$ cat config.mk
export PLATFORM = sky130hd
export DESIGN_NAME = alu_seq_flat
export DESIGN_NICKNAME = d
export VERILOG_FILES = /design/src/rtl/alu_pkg.sv /design/src/rtl/alu_seq_if.sv /design/src/rtl/alu_datapath.sv /design/src/rtl/alu_seq.sv /design/src/flat_wrapper.sv
export SDC_FILE = /design/constraint.sdc
export NUM_CORES = 1
export LEC_CHECK = 0
export BUFFER_PORTS_ARGS = -buffer_cell sky130_fd_sc_hd__buf_2
export CAP_MARGIN = 0
export CORE_ASPECT_RATIO = 0.75
export CORE_MARGIN = 5
export CORE_UTILIZATION = 50
export DETAILED_ROUTE_END_ITERATION = 8
export GPL_TIMING_DRIVEN = 0
export HOLD_SLACK_MARGIN = 0.12
export PLACE_DENSITY = 0.76
export SLEW_MARGIN = 20
export SYNTH_ARGS = -nofsm -noshare
export SYNTH_HDL_FRONTEND = slang
export SYNTH_SLANG_ARGS = --single-unit
$ cat constraint.sdc
create_clock -name clk -period 9.6 [get_ports clk]
set_input_delay 0.96 -clock clk [delete_from_list [all_inputs] [get_ports clk]]
set_output_delay 0.96 -clock clk [all_outputs]
set_load 0.02 [all_outputs]
$ cat src/rtl/alu_pkg.sv
// alu_seq shared types: FSM state, control bundle, default width.
// Multiply mode is built only when ALU_MUL_EN is defined.
package alu_pkg;

  localparam int WIDTH_DEF = 16;

  typedef enum logic {
    IDLE,
    BUSY
  } state_e;

  typedef struct packed {
    logic zx;
    logic nx;
    logic zy;
    logic ny;
    logic f;
    logic no;
    logic mul;
  } ctrl_t;

endpackage

$ cat src/rtl/alu_seq_if.sv
// alu_seq operand/result handshake bundle.
// slave is the ALU side, master the CPU side.
interface alu_seq_if #(
  parameter int WIDTH = alu_pkg::WIDTH_DEF
);
  logic             in_valid;
  logic             in_ready;
  logic [WIDTH-1:0] x;
  logic [WIDTH-1:0] y;
  logic             zx;
  logic             nx;
  logic             zy;
  logic             ny;
  logic             f;
  logic             no;
  logic             mul;
  logic             out_valid;
  logic             out_ready;
  logic [WIDTH-1:0] out;
  logic             zr;
  logic             ng;
  logic             cy;

  modport slave (
    input  in_valid, x, y,
    input  zx, nx, zy, ny, f, no, mul,
    input  out_ready,
    output in_ready, out_valid,
    output out, zr, ng, cy
  );

  modport master (
    output in_valid, x, y,
    output zx, nx, zy, ny, f, no, mul,
    output out_ready,
    input  in_ready, out_valid,
    input  out, zr, ng, cy
  );
endinterface

$ cat src/rtl/alu_datapath.sv
// Hack-style combinational ALU core with carry.
// fin_i bypasses the core so a multiply product reuses negation/flags.
module alu_datapath
  import alu_pkg::*;
#(
  parameter int WIDTH = WIDTH_DEF
) (
  input  logic [WIDTH-1:0] x_i,
  input  logic [WIDTH-1:0] y_i,
  input  ctrl_t            ctrl_i,
  input  logic             fin_i,
  input  logic [WIDTH-1:0] fin_r_i,
  input  logic             fin_no_i,
  output logic [WIDTH-1:0] px_o,
  output logic [WIDTH-1:0] py_o,
  output logic [WIDTH-1:0] out_o,
  output logic             zr_o,
  output logic             ng_o,
  output logic             cy_o
);
  logic [WIDTH-1:0] zxv;
  logic [WIDTH-1:0] zyv;
  logic [WIDTH:0]   sum;
  logic [WIDTH-1:0] r;
  logic             neg;
  logic             unused_mul;

  assign unused_mul = ctrl_i.mul;

  always_comb begin
    zxv  = ctrl_i.zx ? '0 : x_i;
    zyv  = ctrl_i.zy ? '0 : y_i;
    px_o = ctrl_i.nx ? ~zxv : zxv;
    py_o = ctrl_i.ny ? ~zyv : zyv;
    sum  = {1'b0, px_o} + {1'b0, py_o};
    if (fin_i) begin
      r    = fin_r_i;
      neg  = fin_no_i;
      cy_o = 1'b0;
    end else begin
      r    = ctrl_i.f ? sum[WIDTH-1:0]
                      : (px_o & py_o);
      neg  = ctrl_i.no;
      cy_o = ctrl_i.f & sum[WIDTH];
    end
    out_o = neg ? ~r : r;
    zr_o  = (out_o == '0);
    ng_o  = out_o[WIDTH-1];
  end
endmodule

$ cat src/rtl/alu_seq.sv
// Registered Hack ALU with valid/ready handshake and carry flag.
// ALU_MUL_EN adds an iterative shift-add multiply (BUSY state).
module alu_seq
  import alu_pkg::*;
#(
  parameter int WIDTH = WIDTH_DEF
) (
  input  logic      clk,
  input  logic      rst,
  alu_seq_if.slave  bus
);
  localparam int CW = $clog2(WIDTH + 1);

  ctrl_t            ctrl;
  state_e           state_q;
  logic             ov_q;
  logic [WIDTH-1:0] out_q;
  logic             zr_q;
  logic             ng_q;
  logic             cy_q;

  logic [WIDTH-1:0] px;
  logic [WIDTH-1:0] py;
  logic [WIDTH-1:0] dp_out;
  logic             dp_zr;
  logic             dp_ng;
  logic             dp_cy;
  logic             fin;
  logic [WIDTH-1:0] fin_r;
  logic             fin_no;
  logic             is_mul;
  logic             rdy;
  logic             acc_en;
  logic             dlv;

  assign ctrl = '{zx: bus.zx, nx: bus.nx,
                  zy: bus.zy, ny: bus.ny,
                  f: bus.f, no: bus.no,
                  mul: bus.mul};

  assign rdy    = (state_q != BUSY) &&
                  (!ov_q || bus.out_ready);
  assign acc_en = bus.in_valid && rdy;
  assign dlv    = ov_q && bus.out_ready;

  assign bus.in_ready  = rdy;
  assign bus.out_valid = ov_q;
  assign bus.out       = out_q;
  assign bus.zr        = zr_q;
  assign bus.ng        = ng_q;
  assign bus.cy        = cy_q;

`ifdef ALU_MUL_EN
  logic [CW-1:0]    cnt_q;
  logic [WIDTH-1:0] acc_q;
  logic [WIDTH-1:0] acc_d;
  logic [WIDTH-1:0] mcand_q;
  logic [WIDTH-1:0] mplier_q;
  logic             no_q;

  assign acc_d  = acc_q +
                  (mplier_q[0] ? mcand_q : '0);
  assign is_mul = bus.mul;
  assign fin    = (state_q == BUSY);
  assign fin_r  = acc_d;
  assign fin_no = no_q;
`else
  logic unused_mul;
  assign unused_mul = ^{bus.mul, px, py};
  assign is_mul = 1'b0;
  assign fin    = 1'b0;
  assign fin_r  = '0;
  assign fin_no = 1'b0;
`endif

  alu_datapath #(.WIDTH(WIDTH)) u_dp (
    .x_i      (bus.x),
    .y_i      (bus.y),
    .ctrl_i   (ctrl),
    .fin_i    (fin),
    .fin_r_i  (fin_r),
    .fin_no_i (fin_no),
    .px_o     (px),
    .py_o     (py),
    .out_o    (dp_out),
    .zr_o     (dp_zr),
    .ng_o     (dp_ng),
    .cy_o     (dp_cy)
  );

  always_ff @(posedge clk) begin
    if (rst) begin
      state_q  <= IDLE;
      ov_q     <= 1'b0;
      out_q    <= '0;
      zr_q     <= 1'b0;
      ng_q     <= 1'b0;
      cy_q     <= 1'b0;
`ifdef ALU_MUL_EN
      cnt_q    <= '0;
      acc_q    <= '0;
      mcand_q  <= '0;
      mplier_q <= '0;
      no_q     <= 1'b0;
`endif
    end else begin
      unique case (state_q)
        IDLE: begin
          if (acc_en && is_mul) begin
`ifdef ALU_MUL_EN
            mcand_q  <= px;
            mplier_q <= py;
            no_q     <= ctrl.no;
            acc_q    <= '0;
            cnt_q    <= CW'(WIDTH);
            state_q  <= BUSY;
`endif
            ov_q     <= 1'b0;
          end else if (acc_en) begin
            out_q <= dp_out;
            zr_q  <= dp_zr;
            ng_q  <= dp_ng;
            cy_q  <= dp_cy;
            ov_q  <= 1'b1;
          end else if (dlv) begin
            ov_q  <= 1'b0;
          end
        end
        BUSY: begin
`ifdef ALU_MUL_EN
          acc_q    <= acc_d;
          mcand_q  <= mcand_q << 1;
          mplier_q <= mplier_q >> 1;
          cnt_q    <= cnt_q - 1'b1;
          // last iteration edge: product is acc_d
          if (cnt_q == CW'(1)) begin
            out_q   <= dp_out;
            zr_q    <= dp_zr;
            ng_q    <= dp_ng;
            cy_q    <= 1'b0;
            ov_q    <= 1'b1;
            state_q <= IDLE;
          end
`else
          state_q <= IDLE;
`endif
        end
      endcase
    end
  end
endmodule

$ cat src/flat_wrapper.sv
// flat-port wrapper written by rule: the top's interface ports become plain ports
module alu_seq_flat import alu_pkg::*;
#(
  parameter int WIDTH = WIDTH_DEF
)
  (clk, rst, bus_in_valid, bus_x, bus_y, bus_zx, bus_nx, bus_zy, bus_ny, bus_f, bus_no, bus_mul, bus_out_ready, bus_in_ready, bus_out_valid, bus_out, bus_zr, bus_ng, bus_cy);
  alu_seq_if #(.WIDTH(WIDTH)) bus_i ();
  input  logic clk;
  input  logic rst;
  input wire logic [$bits(bus_i.in_valid)-1:0] bus_in_valid;
  input wire logic [$bits(bus_i.x)-1:0] bus_x;
  input wire logic [$bits(bus_i.y)-1:0] bus_y;
  input wire logic [$bits(bus_i.zx)-1:0] bus_zx;
  input wire logic [$bits(bus_i.nx)-1:0] bus_nx;
  input wire logic [$bits(bus_i.zy)-1:0] bus_zy;
  input wire logic [$bits(bus_i.ny)-1:0] bus_ny;
  input wire logic [$bits(bus_i.f)-1:0] bus_f;
  input wire logic [$bits(bus_i.no)-1:0] bus_no;
  input wire logic [$bits(bus_i.mul)-1:0] bus_mul;
  input wire logic [$bits(bus_i.out_ready)-1:0] bus_out_ready;
  output wire logic [$bits(bus_i.in_ready)-1:0] bus_in_ready;
  output wire logic [$bits(bus_i.out_valid)-1:0] bus_out_valid;
  output wire logic [$bits(bus_i.out)-1:0] bus_out;
  output wire logic [$bits(bus_i.zr)-1:0] bus_zr;
  output wire logic [$bits(bus_i.ng)-1:0] bus_ng;
  output wire logic [$bits(bus_i.cy)-1:0] bus_cy;
  assign bus_i.in_valid = bus_in_valid;
  assign bus_i.x = bus_x;
  assign bus_i.y = bus_y;
  assign bus_i.zx = bus_zx;
  assign bus_i.nx = bus_nx;
  assign bus_i.zy = bus_zy;
  assign bus_i.ny = bus_ny;
  assign bus_i.f = bus_f;
  assign bus_i.no = bus_no;
  assign bus_i.mul = bus_mul;
  assign bus_i.out_ready = bus_out_ready;
  assign bus_in_ready = bus_i.in_ready;
  assign bus_out_valid = bus_i.out_valid;
  assign bus_out = bus_i.out;
  assign bus_zr = bus_i.zr;
  assign bus_ng = bus_i.ng;
  assign bus_cy = bus_i.cy;
  alu_seq #(.WIDTH(WIDTH)) u_core (.clk(clk), .rst(rst), .bus(bus_i));
endmodule
# Word level (Yosys, flattened, before mapping)
# Cells that the tools add are included.
# totals
reg_bits,20
inputBits,43
output_inout_bits,21
wordCells,25
# op_classes
n_addsub,1
mux,8
n_bitwise,5
reduce_logical,6
# ops
cell,n
$mux W16,6
$not A16 Y16,3
$add A16 B16 Y17,1
$and A16 B16 Y16,1
$logic_not A16 Y1,1
$logic_and A1 B1 Y1,2
$mux W1,2
$reduce_bool A2 Y1,1
$and A1 B1 Y1,1
$logic_not A1 Y1,1
$logic_or A1 B1 Y1,1

# Longest topological paths before layout
# Gate-level depths: netlist (run 1).
# depth
word_depth,8
depth_mapped,13
ltp_nobuf,13

# By module
# A second synthesis (run 1) with hierarchy kept.
# hier_totals
hier_cells,381
area_unflattened_um2,3125.5
# modules_own_cells
module,n_inst,cells_per_inst,area_each_um2
alu_datapath,1,290,2183.3
alu_seq,1,91,942.2

# Worst setup path after synthesis (run 1)
# Ideal clock, no wire load.
# synth_path
kind,input-to-reg
start,input port bus_ny
end,"register u_core.zr_q, in the netlist u_core.bus.zr"
setup_time_ns,0.084
arrival_time_ns,4.428
t_required_ns,9.516
slack_ns,5.088
stages,13
n_path_buf,2
cell_sequence,clkbuf_1 > buf_1 > xnor2_1 > fa_1 > a21o_1 > a21o_1 > a31oi_4 > xnor2_1 > mux2_4 > or4_4 > a2111oi_2 > nand4bb_1 > o31ai_2
# synth_between
elab_chain_len,6
# synth_lines
item,line,text
start: declaration,flat_wrapper.sv:16,input wire logic [$bits(bus_i.ny)-1:0] bus_ny;
$mux W16 *,alu_datapath.sv:34,py_o = ctrl_i.ny ? ~zyv : zyv;
$add A16 B16 Y17 / $and A16 B16 Y16 (equally long branches),"alu_datapath.sv:35, alu_datapath.sv:42",
$mux W16 *,alu_datapath.sv:41,r = ctrl_i.f ? sum[WIDTH-1:0]
$not A16 Y16,alu_datapath.sv:46,out_o = neg ? ~r : r;
$mux W16 *,alu_datapath.sv:46,
$logic_not A16 Y1 *,alu_datapath.sv:47,zr_o = (out_o == '0);
end signal: assignment,alu_seq.sv:121,zr_q <= dp_zr;
end: declaration,alu_seq.sv:18,logic zr_q;
# Every way passes the cells marked *; elsewhere a longest branch is shown, timed or not.
# A chain may end at the register's enable or synchronous reset.

# Final worst setup path (run 1)
# Ends and elaborated chain as after synthesis.

==> key figures, run 1 <==
Synthesis
  • Synth area leader: xnor2_1
  • Synth Net Count: 380
  • Synth Register Bits: 19
  • Post-synth ARST share: 0%
  • Post-Syn Area per Cell: 7.484 sq um
  • Top post-synthesis cells by area: xnor2_1, dfxtp_1, nand2b_1, ha_1, a21oi_1
  • Top cell type's share of synthesized area: 18.29%
  • Post-synthesis cell area: 2395 sq um
  • Sequential fraction of the synthesis area: 15.88%
  • Top FF cell, synth: dfxtp_1
  • Post-synth EDFFs: 0
  • Yosys cell types: 49
  • Cell count after synthesis: 320
  • Synth Warn #: 0

Power and ir drop
  • Sw frac: 42.44%
  • Clock power frac: 14.8%
  • Power per cell area: 135.1 nW/um^2
  • Sw power: 0.1606 mW
  • Pwr Total: 0.3784 mW
  • Internal power: 0.2178 mW
  • Worst vdd ir: 0.06675 mV
  • Comb pwr share: 60.9%
  • Flop pwr share: 24.3%
  • P_leak: 1.183 nW

Timing
  • F_max: 209.3 MHz
  • Final Setup Violations: 0
  • Slew headroom: 50.35%
  • Hold Fails Final Rpt: 0
  • Tcrit/Tclk final: 49.76%
  • Max-slew violation count: 0
  • Final min period: 4.777 ns
  • Worst-Margin Slew: 0.7354 ns
  • Setup WS post-layout: 4.823 ns
  • RSZ-0062 raised after global routing: no
  • Final setup skew: 0.004413 ns
  • Final Hold Slack: 0.4498 ns
  • Setup tns final: 0 ns

Run status
  • Outcome: complete, no violations

Floorplanning
  • Cell row count: 21
  • Core Box Area: 4546 sq um
  • Die W: 89.92 microns
  • Initial Util: 52.68%
  • Chip height: 69.94 microns
  • # IOs: 64
  • Die area: 6288 sq um

Place
  • Cells after DPL: 435
  • Dpl hpwl: 4771 microns
  • IO buf count: 58
  • Final Wtd Congestion: 0.8484
  • Pre-CTS setup slack: 4.560 ns
  • Cell Area, Placed: 2756 sq um

Clock network
  • CTS root buffer: clkbuf_8
  • Post-CTS setup buffers: 0
  • Clk sinks: 19
  • CTS tree: done
  • Htree depth: 1
  • Skew-Pair Late Insertion Delay: 0.26 ns
  • CTS buffer count: 3
  • Post-CTS resize count: 0
  • Clk slew on worst S/H paths: 0.07 ns
  • Clock Tree Buf Depth: 2
  • CTS Hold Bufs: 0

Global routing
  • Vias in the first global route: 2195
  • First-pass GRT wire length: 9791 microns
  • Largest net degree at the start of global routing: 11
  • Antenna violations before repair: 0
  • GRT Util Overall: 17.92%
  • GR Overflow Total: 0

Cells and area
  • Nets@finish: 443
  • Layout cell share with drive strength beyond 1: 17.80%
  • Most frequent cells in the layout: buf_2, xnor2_1, nand2b_1
  • Post-route cell area: 2801 sq um
  • Synth-to-layout area growth: 16.98%
  • # diodes: 0
  • Fin util: 61.63%
  • Commonest non-fill, non-tap cell in the layout: buf_2
  • Finished Layout Cells: 439

Worst setup path
  • Setup CP Type: input pin to flop
  • Req. time, crit path: 9.78 ns
  • CP Launch Type: input pin
  • Arr. time, crit path: 4.95 ns
  • CP max FO: 10
  • Crit path buffers/inverters: 2
  • Largest delay share family, worst path: compound AO/OA/AOI/OAI gates
  • Peak per-stage delay on the critical path: 0.61 ns
  • CP max-delay cell: buf_1
  • Cell Chain, Critical Path: clkbuf_1, buf_1, xnor2_1, fa_1, a21o_1, a21o_1, a31oi_4, xnor2_1, mux2_4, or4_4, a2111oi_2, nand4bb_1, o31ai_2
  • CP Capture Type: flop

Routing
  • Via Count: 2379
  • DRC: 0
  • Starting DRC count in detailed routing: 102
  • Initial DRT Pass Iterations: 4
  • Antenna Nets Post-Route: 0
  • Vias per inst: 5.419
  • Drt wl/cell: 12.93 microns
  • Routed WL: 5678 microns

Run
  • # Max-Cap Violations: 0

Min path
  • Worst Hold Class: flop to flop
[cells in the mapped netlist, drive strengths merged, types with 2 or more instances]
master and instances:
o31ai 2, nor3b 4, o311ai 3, a31oi 2, dfxtp 19, mux2i 10
a211oi 5, nand2b 35, nor2 21, buf 4, a21oi 32, nand4 4
o21ai 10, a21o 5, o22ai 2, o211ai 3, xnor2 50, ha 16
nand3 6, nand3b 4, and2 2, clkbuf 17, nand2 33, nor3 2
mux2 2, nor4b 3, xor2 3, inv 8
[power groups by stage]
stage	registers (mW)	clock network, mW	logic, mW
after detailed placement	0.0937	0	0.229
final	0.0919	0.0560	0.231
after global routing	0.0930	0.0608	0.257
after floorplan	0.105	0	0.169
after global placement	0.0936	0	0.226
after CTS	0.0919	0.0567	0.231
[metal layers]
metal	vias up	GRT usage (%)	share of wire, %
met2	56	28.41	44
met1	1078	25.62	50
met4	0	2.975	0.74
met5	-	0	0
li1	1241	-	-
met3	4	3.326	5.5
[kinds of logic after synthesis]
group	after synthesis	synth area share, %
simple gates	118	25.92
fa+ha+maj	17	9.195
buf+inv	29	4.702
flops	19	15.88
xor+xnor	53	19.38
mux	12	5.277
compound gates	72	19.65
[area by class of cell]
class / count / area (sq um)
Buffer: 21 / 82.58
Clock buffer: 4 / 45.04
Fill cell: 474 / 1744
Inverter: 8 / 30.03
Multi-Input combinational cell: 272 / 1902
Sequential cell: 19 / 380.4
Tap cell: 57 / 71.32
Timing Repair Buffer: 58 / 290.3
[registers in the layout, indices dropped and copies added (netlist names)]
name and cells:
u_core.bus.zr 1, u_core.bus.out_valid 1, u_core.bus.cy 1, u_core.bus.out 16
[tightest hold or removal path: stages (launching register included)]
cell and delay, ns:
dfxtp_1 0.31, nand2_1 0.05, a21oi_1 0.05
[final timing paths]
kind	start	endpoint	slack, ns	cells past startpoint
min	u_core.bus.out[1]	u_core.bus.out[1]	0.45	2
max reg2reg	u_core.bus.out_valid	u_core.bus.zr	7.95	7
min reg2reg	u_core.bus.out[1]	u_core.bus.out[1]	0.45	2
max	bus_ny	u_core.bus.zr	4.82	13
No activity file was read; power rests on OpenSTA's default activity.
==> run 2, diff against run 1 <==
==> constraint.sdc (replaced) <==
create_clock -name clk -period 4.4 [get_ports clk]
set_input_delay 0.44 -clock clk [delete_from_list [all_inputs] [get_ports clk]]
set_output_delay 0.44 -clock clk [all_outputs]
set_load 0.02 [all_outputs]
==> run 2 against run 1 <==
- worst setup slack got worse by 4.5 ns
- cell count unchanged
- power increased by 120%
- flip-flop and latch count unchanged
- global-route usage unchanged
- final area about the same
- critical endpoint unchanged
- largest cell class unchanged
==> key figures, run 2 (synthesized netlist as in run 1, its figures left out) <==
Timing
  • Hold Fails Final Rpt: 0 (unchanged)
  • Final setup skew: 0.004413 ns (unchanged)
  • Setup WS post-layout: 0.3074 ns (-4.515 ns)
  • Worst-Margin Slew: 0.7354 ns (unchanged)
  • Slew headroom: 50.35% (unchanged)
  • Max-slew violation count: 0 (unchanged)
  • F_max: 244.3 MHz
  • Final min period: 4.093 ns
  • Tcrit/Tclk final: 93.01%
  • Final Setup Violations: 0 (unchanged)
  • RSZ-0062 raised after global routing: no

Place
  • Cells after DPL: 435 (unchanged)
  • Pre-CTS setup slack: -0.1197 ns (-4.680 ns)
  • IO buf count: 58 (unchanged)
  • Cell Area, Placed: 2756 sq um (unchanged)
  • Dpl hpwl: 4771 microns (unchanged)
  • Final Wtd Congestion: 0.8484 (unchanged)

Worst setup path
  • Reg2Reg Setup Slack: 2.75 ns (-5.20 ns)
  • CP max-delay cell: clkbuf_1
  • Req. time, crit path: 4.58 ns (-5.20 ns)
  • Cell Chain, Critical Path: clkbuf_1, clkbuf_1, xnor2_1, ha_1, a21o_1, a21o_1, a31oi_4, xnor2_1, mux2_4, or4_4, a2111oi_2, nand4bb_1, o31ai_2
  • Critical R2R Launch: u_core.bus.out_valid
  • Peak per-stage delay on the critical path: 0.58 ns (-0.03 ns)
  • Setup CP Type: input pin to flop
  • Reg2Reg Depth: 7 (unchanged)
  • Arr. time, crit path: 4.27 ns (-0.68 ns)
  • CP Launch Type: input pin
  • Critical path launch point: bus_nx
  • Reg2reg end: u_core.bus.zr
  • CP Capture Type: flop
  • CP max FO: 10 (unchanged)

Min path
  • Worst Hold Class: input pin to flop
  • Worst hold path depth: 3 (+1)
  • Min-delay src: bus_in_valid
  • End of the worst hold path: u_core.bus.out_valid

Power and ir drop
  • Worst vdd ir: 0.1456 mV (+120%)
  • P_leak: 1.186 nW (+0.25%)
  • Comb pwr share: 60.9% (about the same)
  • Sw frac: 42.44% (about the same)
  • Sw power: 0.3504 mW (+120%)
  • Flop pwr share: 24.3% (about the same)
  • Pwr Total: 0.8258 mW (+120%)
  • Clock power frac: 14.8% (about the same)
  • Internal power: 0.4753 mW (+120%)
  • Power per cell area: 294.6 nW/um^2 (+120%)

Cells and area
  • Multi-input gate area: 1902 sq um (unchanged)
  • Synth-to-layout area growth: 17.03% (about the same)
  • # diodes: 0 (unchanged)
  • Layout cell share with drive strength beyond 1: 18.06% (+0.26 points)
  • Largest register FFs: 16 (unchanged)
  • Finished Layout Cells: 439 (unchanged)
  • Reg area: 380.4 sq um (unchanged)
  • Post-route cell area: 2803 sq um (about the same)
  • FILL cells: 473 (-0.21%)
  • Most frequent cells in the layout: buf_2, xnor2_1, nand2b_1
  • Commonest non-fill, non-tap cell in the layout: buf_2
  • Nets@finish: 443 (unchanged)

Floorplanning
  • Core Box Area: 4546 sq um (unchanged)
  • Initial Util: 52.68% (unchanged)
  • Chip height: 69.94 microns (unchanged)
  • Die area: 6288 sq um (unchanged)
  • Die W: 89.92 microns (unchanged)
  • Cell row count: 21 (unchanged)
  • # IOs: 64 (unchanged)

Routing
  • Drt wl/cell: 12.93 microns (unchanged)
  • Routed WL: 5678 microns (unchanged)
  • Met2 routed WL: 2470 microns (unchanged)
  • Antenna Nets Post-Route: 0 (unchanged)
  • Via Count: 2379 (unchanged)
  • Initial DRT Pass Iterations: 4 (unchanged)
  • Routed wl met3: 312 microns (unchanged)
  • DRC: 0 (unchanged)
  • DR top layer: met4
  • Met1 WL: 2853 microns (unchanged)
  • Starting DRC count in detailed routing: 102 (unchanged)
  • Vias per inst: 5.419 (unchanged)

Global routing
  • First-pass GRT wire length: 9791 microns (unchanged)
  • Largest net degree at the start of global routing: 11 (unchanged)
  • GRT Util Overall: 17.92% (unchanged)
  • GR Overflow Total: 0 (unchanged)
  • Vias in the first global route: 2195 (unchanged)
  • Antenna violations before repair: 0 (unchanged)

Run
  • # Max-Cap Violations: 0 (unchanged)

Clock network
  • Skew-Pair Late Insertion Delay: 0.26 ns (about the same)
  • CTS tree: done
  • Clk slew on worst S/H paths: 0.07 ns (about the same)
  • Clk sinks: 19 (unchanged)
  • Htree depth: 1 (unchanged)
  • CTS Hold Bufs: 0 (unchanged)
  • Clock Tree Buf Depth: 2 (unchanged)
  • CTS buffer count: 3 (unchanged)
  • Post-CTS setup buffers: 0 (unchanged)
  • CTS root buffer: clkbuf_8
  • Post-CTS resize count: 0 (unchanged)

Run status
  • Outcome: complete, no violations
-- run 2: worst max path at each step --
stage,endpoint,slack (ns),cells after the start
floorplan,u_core.bus.zr,0.41,13
global placement,u_core.bus.zr,-0.03,13
detailed placement,u_core.bus.zr,-0.12,13
CTS,u_core.bus.zr,0.13,13
global route,u_core.bus.zr,0.07,13
finish,u_core.bus.zr,0.31,13
-- run 2: critical path, delay by kind of cell --
family	cells	cell delay [ns]
XOR/XNOR	2	0.26
multiplexers	1	0.28
AND/OR/NAND/NOR	2	0.69
adder cells (fa/ha/maj)	1	0.39
AO/OA/AOI/OAI	5	1.27
buffers and inverters	2	0.94
-- run 2: final cells by class --
type / instances / share of cell area, %
Clock buffer: 4 / 1.607
Tap cell: 57 / 2.545
Timing Repair Buffer: 58 / 10.36
Multi-Input combinational cell: 272 / 67.86
Sequential cell: 19 / 13.57
Inverter: 8 / 1.071
Buffer: 21 / 2.991
-- run 2: through the flow --
| step | hold WS [ns] | setup TNS [ns] | util (%) |
|---|---|---|---|
| after floorplan | 0.5302 | 0 | - |
| after global placement | 0.4410 | -0.03126 | 60.64 |
| after detailed placement | 0.4445 | -0.1197 | 60.64 |
| after CTS | 0.4326 | 0 | 61.63 |
| after global routing | 0.4459 | 0 | 61.66 |
| final | 0.4329 | 0 | 61.66 |
-- run 2: per-layer routing --
layer,vias to the layer above,track usage [%]
met2,56,28.41
met5,-,0
met1,1078,25.62
met4,0,2.975
met3,4,3.326
li1,1241,-
-- run 2: power groups by stage --
stage | logic [mW] | clock network [mW] | registers (mW)
after floorplan | 0.369 | 0 | 0.229
after global placement | 0.492 | 0 | 0.204
after detailed placement | 0.500 | 0 | 0.204
after CTS | 0.503 | 0.124 | 0.201
after global routing | 0.561 | 0.133 | 0.203
final | 0.503 | 0.122 | 0.200
==> run 3, diff against run 2 <==
--- a/config.mk
+++ b/config.mk
@@ -6,7 +6,7 @@
 export NUM_CORES = 1
 export LEC_CHECK = 0
 export BUFFER_PORTS_ARGS = -buffer_cell sky130_fd_sc_hd__buf_2
-export CAP_MARGIN = 0
+export CAP_MARGIN = 20
 export CORE_ASPECT_RATIO = 0.75
 export CORE_MARGIN = 5
 export CORE_UTILIZATION = 50
@@ -14,6 +14,7 @@
 export GPL_TIMING_DRIVEN = 0
 export HOLD_SLACK_MARGIN = 0.12
 export PLACE_DENSITY = 0.76
+export RECOVER_POWER = 25
 export SLEW_MARGIN = 20
 export SYNTH_ARGS = -nofsm -noshare
 export SYNTH_HDL_FRONTEND = slang
==> run 3 against run 2 <==
- global-route usage stayed put
- sequential power hardly changed
- worst hold slack hardly changed
- die area stayed put
- wire length hardly changed
- worst setup slack hardly changed
- flip-flop and latch count stayed put
- power is 0.29% lower
- first-iteration DRC count is 4.9% lower
- combinational power hardly changed
- clock skew hardly changed
- clock-buffer cell count stayed put
- highest routed layer unchanged
==> key figures, run 3 (synthesized netlist as in run 1, its figures left out) <==
Run status
  • Outcome: complete, no violations

Min path
  • Worst hold path depth: 3 (unchanged)
  • End of the worst hold path: u_core.bus.out_valid
  • Worst Hold Class: input pin to flop
  • Min-delay src: bus_in_valid

Worst setup path
  • CP Launch Type: input pin
  • Req. time, crit path: 4.58 ns (about the same)
  • Critical R2R Launch: u_core.bus.out_valid
  • Reg2Reg Setup Slack: 2.75 ns (about the same)
  • Reg2reg end: u_core.bus.zr
  • CP Capture Type: flop
  • CP max FO: 10 (unchanged)
  • Peak per-stage delay on the critical path: 0.58 ns (about the same)
  • Reg2Reg Depth: 7 (unchanged)
  • Arr. time, crit path: 4.27 ns (about the same)
  • CP max-delay cell: clkbuf_1
  • Setup CP Type: input pin to flop
  • Cell Chain, Critical Path: clkbuf_1, clkbuf_1, xnor2_1, ha_1, a21o_1, a21o_1, a31oi_4, xnor2_1, mux2_4, or4_4, a2111oi_2, nand4bb_1, o31ai_2

Cells and area
  • Fin util: 61.41% (-0.25 points)
  • Layout cell share with drive strength beyond 1: 15.71% (-2.4 points)
  • FILL cells: 475 (+0.42%)
  • Synth-to-layout area growth: 16.56%
  • Nets@finish: 443 (unchanged)
  • Largest register FFs: 16 (unchanged)
  • # diodes: 0 (unchanged)
  • Most frequent cells in the layout: xnor2_1, buf_2, nand2b_1
  • Commonest non-fill, non-tap cell in the layout: xnor2_1

Routing
  • Via Count: 2382 (+0.13%)
  • Antenna Nets Post-Route: 0 (unchanged)
  • Routed WL: 5682 microns (about the same)
  • DRC: 0 (unchanged)
  • Vias per inst: 5.426 (+0.13%)
  • Drt wl/cell: 12.94 microns (about the same)
  • Initial DRT Pass Iterations: 4 (unchanged)
  • Starting DRC count in detailed routing: 97 (-4.9%)

Global routing
  • Largest net degree at the start of global routing: 11 (unchanged)
  • Antenna violations before repair: 0 (unchanged)
  • GR Overflow Total: 0 (unchanged)
  • GRT Util Overall: 17.92% (unchanged)
  • First-pass GRT wire length: 9791 microns (unchanged)
  • Vias in the first global route: 2195 (unchanged)

Clock network
  • Skew-Pair Late Insertion Delay: 0.26 ns (about the same)
  • CTS tree: done
  • CTS root buffer: clkbuf_8
  • Clk slew on worst S/H paths: 0.07 ns (about the same)
  • Post-CTS resize count: 0 (unchanged)
  • Clock Tree Buf Depth: 2 (unchanged)
  • CTS Hold Bufs: 0 (unchanged)
  • Htree depth: 1 (unchanged)
  • Post-CTS setup buffers: 0 (unchanged)
  • Clk sinks: 19 (unchanged)
  • CTS buffer count: 3 (unchanged)

Place
  • Dpl hpwl: 4771 microns (unchanged)
  • Final Wtd Congestion: 0.8484 (unchanged)
  • IO buf count: 58 (unchanged)

Floorplanning
  • Initial Util: 52.68% (unchanged)
  • Chip height: 69.94 microns (unchanged)
  • # IOs: 64 (unchanged)
  • Die W: 89.92 microns (unchanged)
  • Die area: 6288 sq um (unchanged)
  • Core Box Area: 4546 sq um (unchanged)
  • Cell row count: 21 (unchanged)

Timing
  • Final Hold Slack: 0.4331 ns (+0.0002150 ns)
  • Tcrit/Tclk final: 93.01% (about the same)
  • Slew headroom: 50.35% (unchanged)
  • Setup tns final: 0 ns (unchanged)
  • F_max: 244.3 MHz (about the same)
  • RSZ-0062 raised after global routing: no
  • Final setup skew: 0.004546 ns (+0.0001328 ns)
  • Hold Fails Final Rpt: 0 (unchanged)
  • Final min period: 4.093 ns (+0.00004900 ns)
  • Worst-Margin Slew: 0.7354 ns (unchanged)
  • Final Setup Violations: 0 (unchanged)
  • Max-slew violation count: 0 (unchanged)

Power and ir drop
  • Power per cell area: 294.9 nW/um^2 (+0.11%)
  • Worst vdd ir: 0.1426 mV (-2.1%)
  • P_leak: 1.151 nW (-2.9%)

Run
  • # Max-Cap Violations: 0 (unchanged)
## run 3: cell count changes in the layout (fill, tap and decap cells not counted), sizes merged
cell	previous run	this run
buf	61	52
clkbuf	22	31
## run 3: layout make-up
type                       count  area, sq um  area share [%]
sequential                    19        380.4           13.63
multi-input combinational    272         1902           68.13
inverter                       8        30.03           1.076
buffer                        21        83.83           3.003
tap                           57        71.32           2.555
clock buffer                   4        45.04           1.614
timing repair buffer          58        279.0           9.996
## run 3: worst max-delay path by stage
stage / end / depth (start not counted) / from / slack, ns
finish: u_core.bus.zr / 13 / bus_nx / 0.31
global placement: u_core.bus.zr / 13 / bus_ny / -0.03
detailed placement: u_core.bus.zr / 13 / bus_ny / -0.12
global route: u_core.bus.zr / 13 / bus_nx / 0.07
floorplan: u_core.bus.zr / 13 / bus_ny / 0.41
CTS: u_core.bus.zr / 13 / bus_ny / 0.13
## run 3: layer usage
layer / global-route usage (%) / vias up / part of all wire, %
met5: 0 / - / 0
met4: 2.975 / 0 / 0.74
met3: 3.326 / 4 / 5.6
met2: 28.41 / 58 / 43
met1: 25.62 / 1079 / 50
li1: - / 1241 / -
## run 3: critical path, delay by kind of cell
family	cells	cell delay, ns
buf+inv	2	0.94
mux	1	0.28
compound gates	5	1.27
simple gates	2	0.69
xor+xnor	2	0.26
fa+ha+maj	1	0.39
## run 3: report_power, final
group | switching [mW] | internal (mW)
registers | 0.00909 | 0.192
clock network | 0.0576 | 0.0644
logic | 0.284 | 0.217
total | 0.351 | 0.473
## run 3: through the flow
stage,std cells,setup slack [ns],instance area [sq um],power [mW]
2_1_floorplan,320,0.4080,2395,0.5983
3_3_place_gp,435,-0.03126,2756,0.6964
3_5_place_dp,435,-0.1197,2756,0.7048
4_1_cts,439,0.1290,2801,0.8271
5_1_grt,439,0.06645,2791,0.8940
6_report,439,0.3074,2791,0.8233
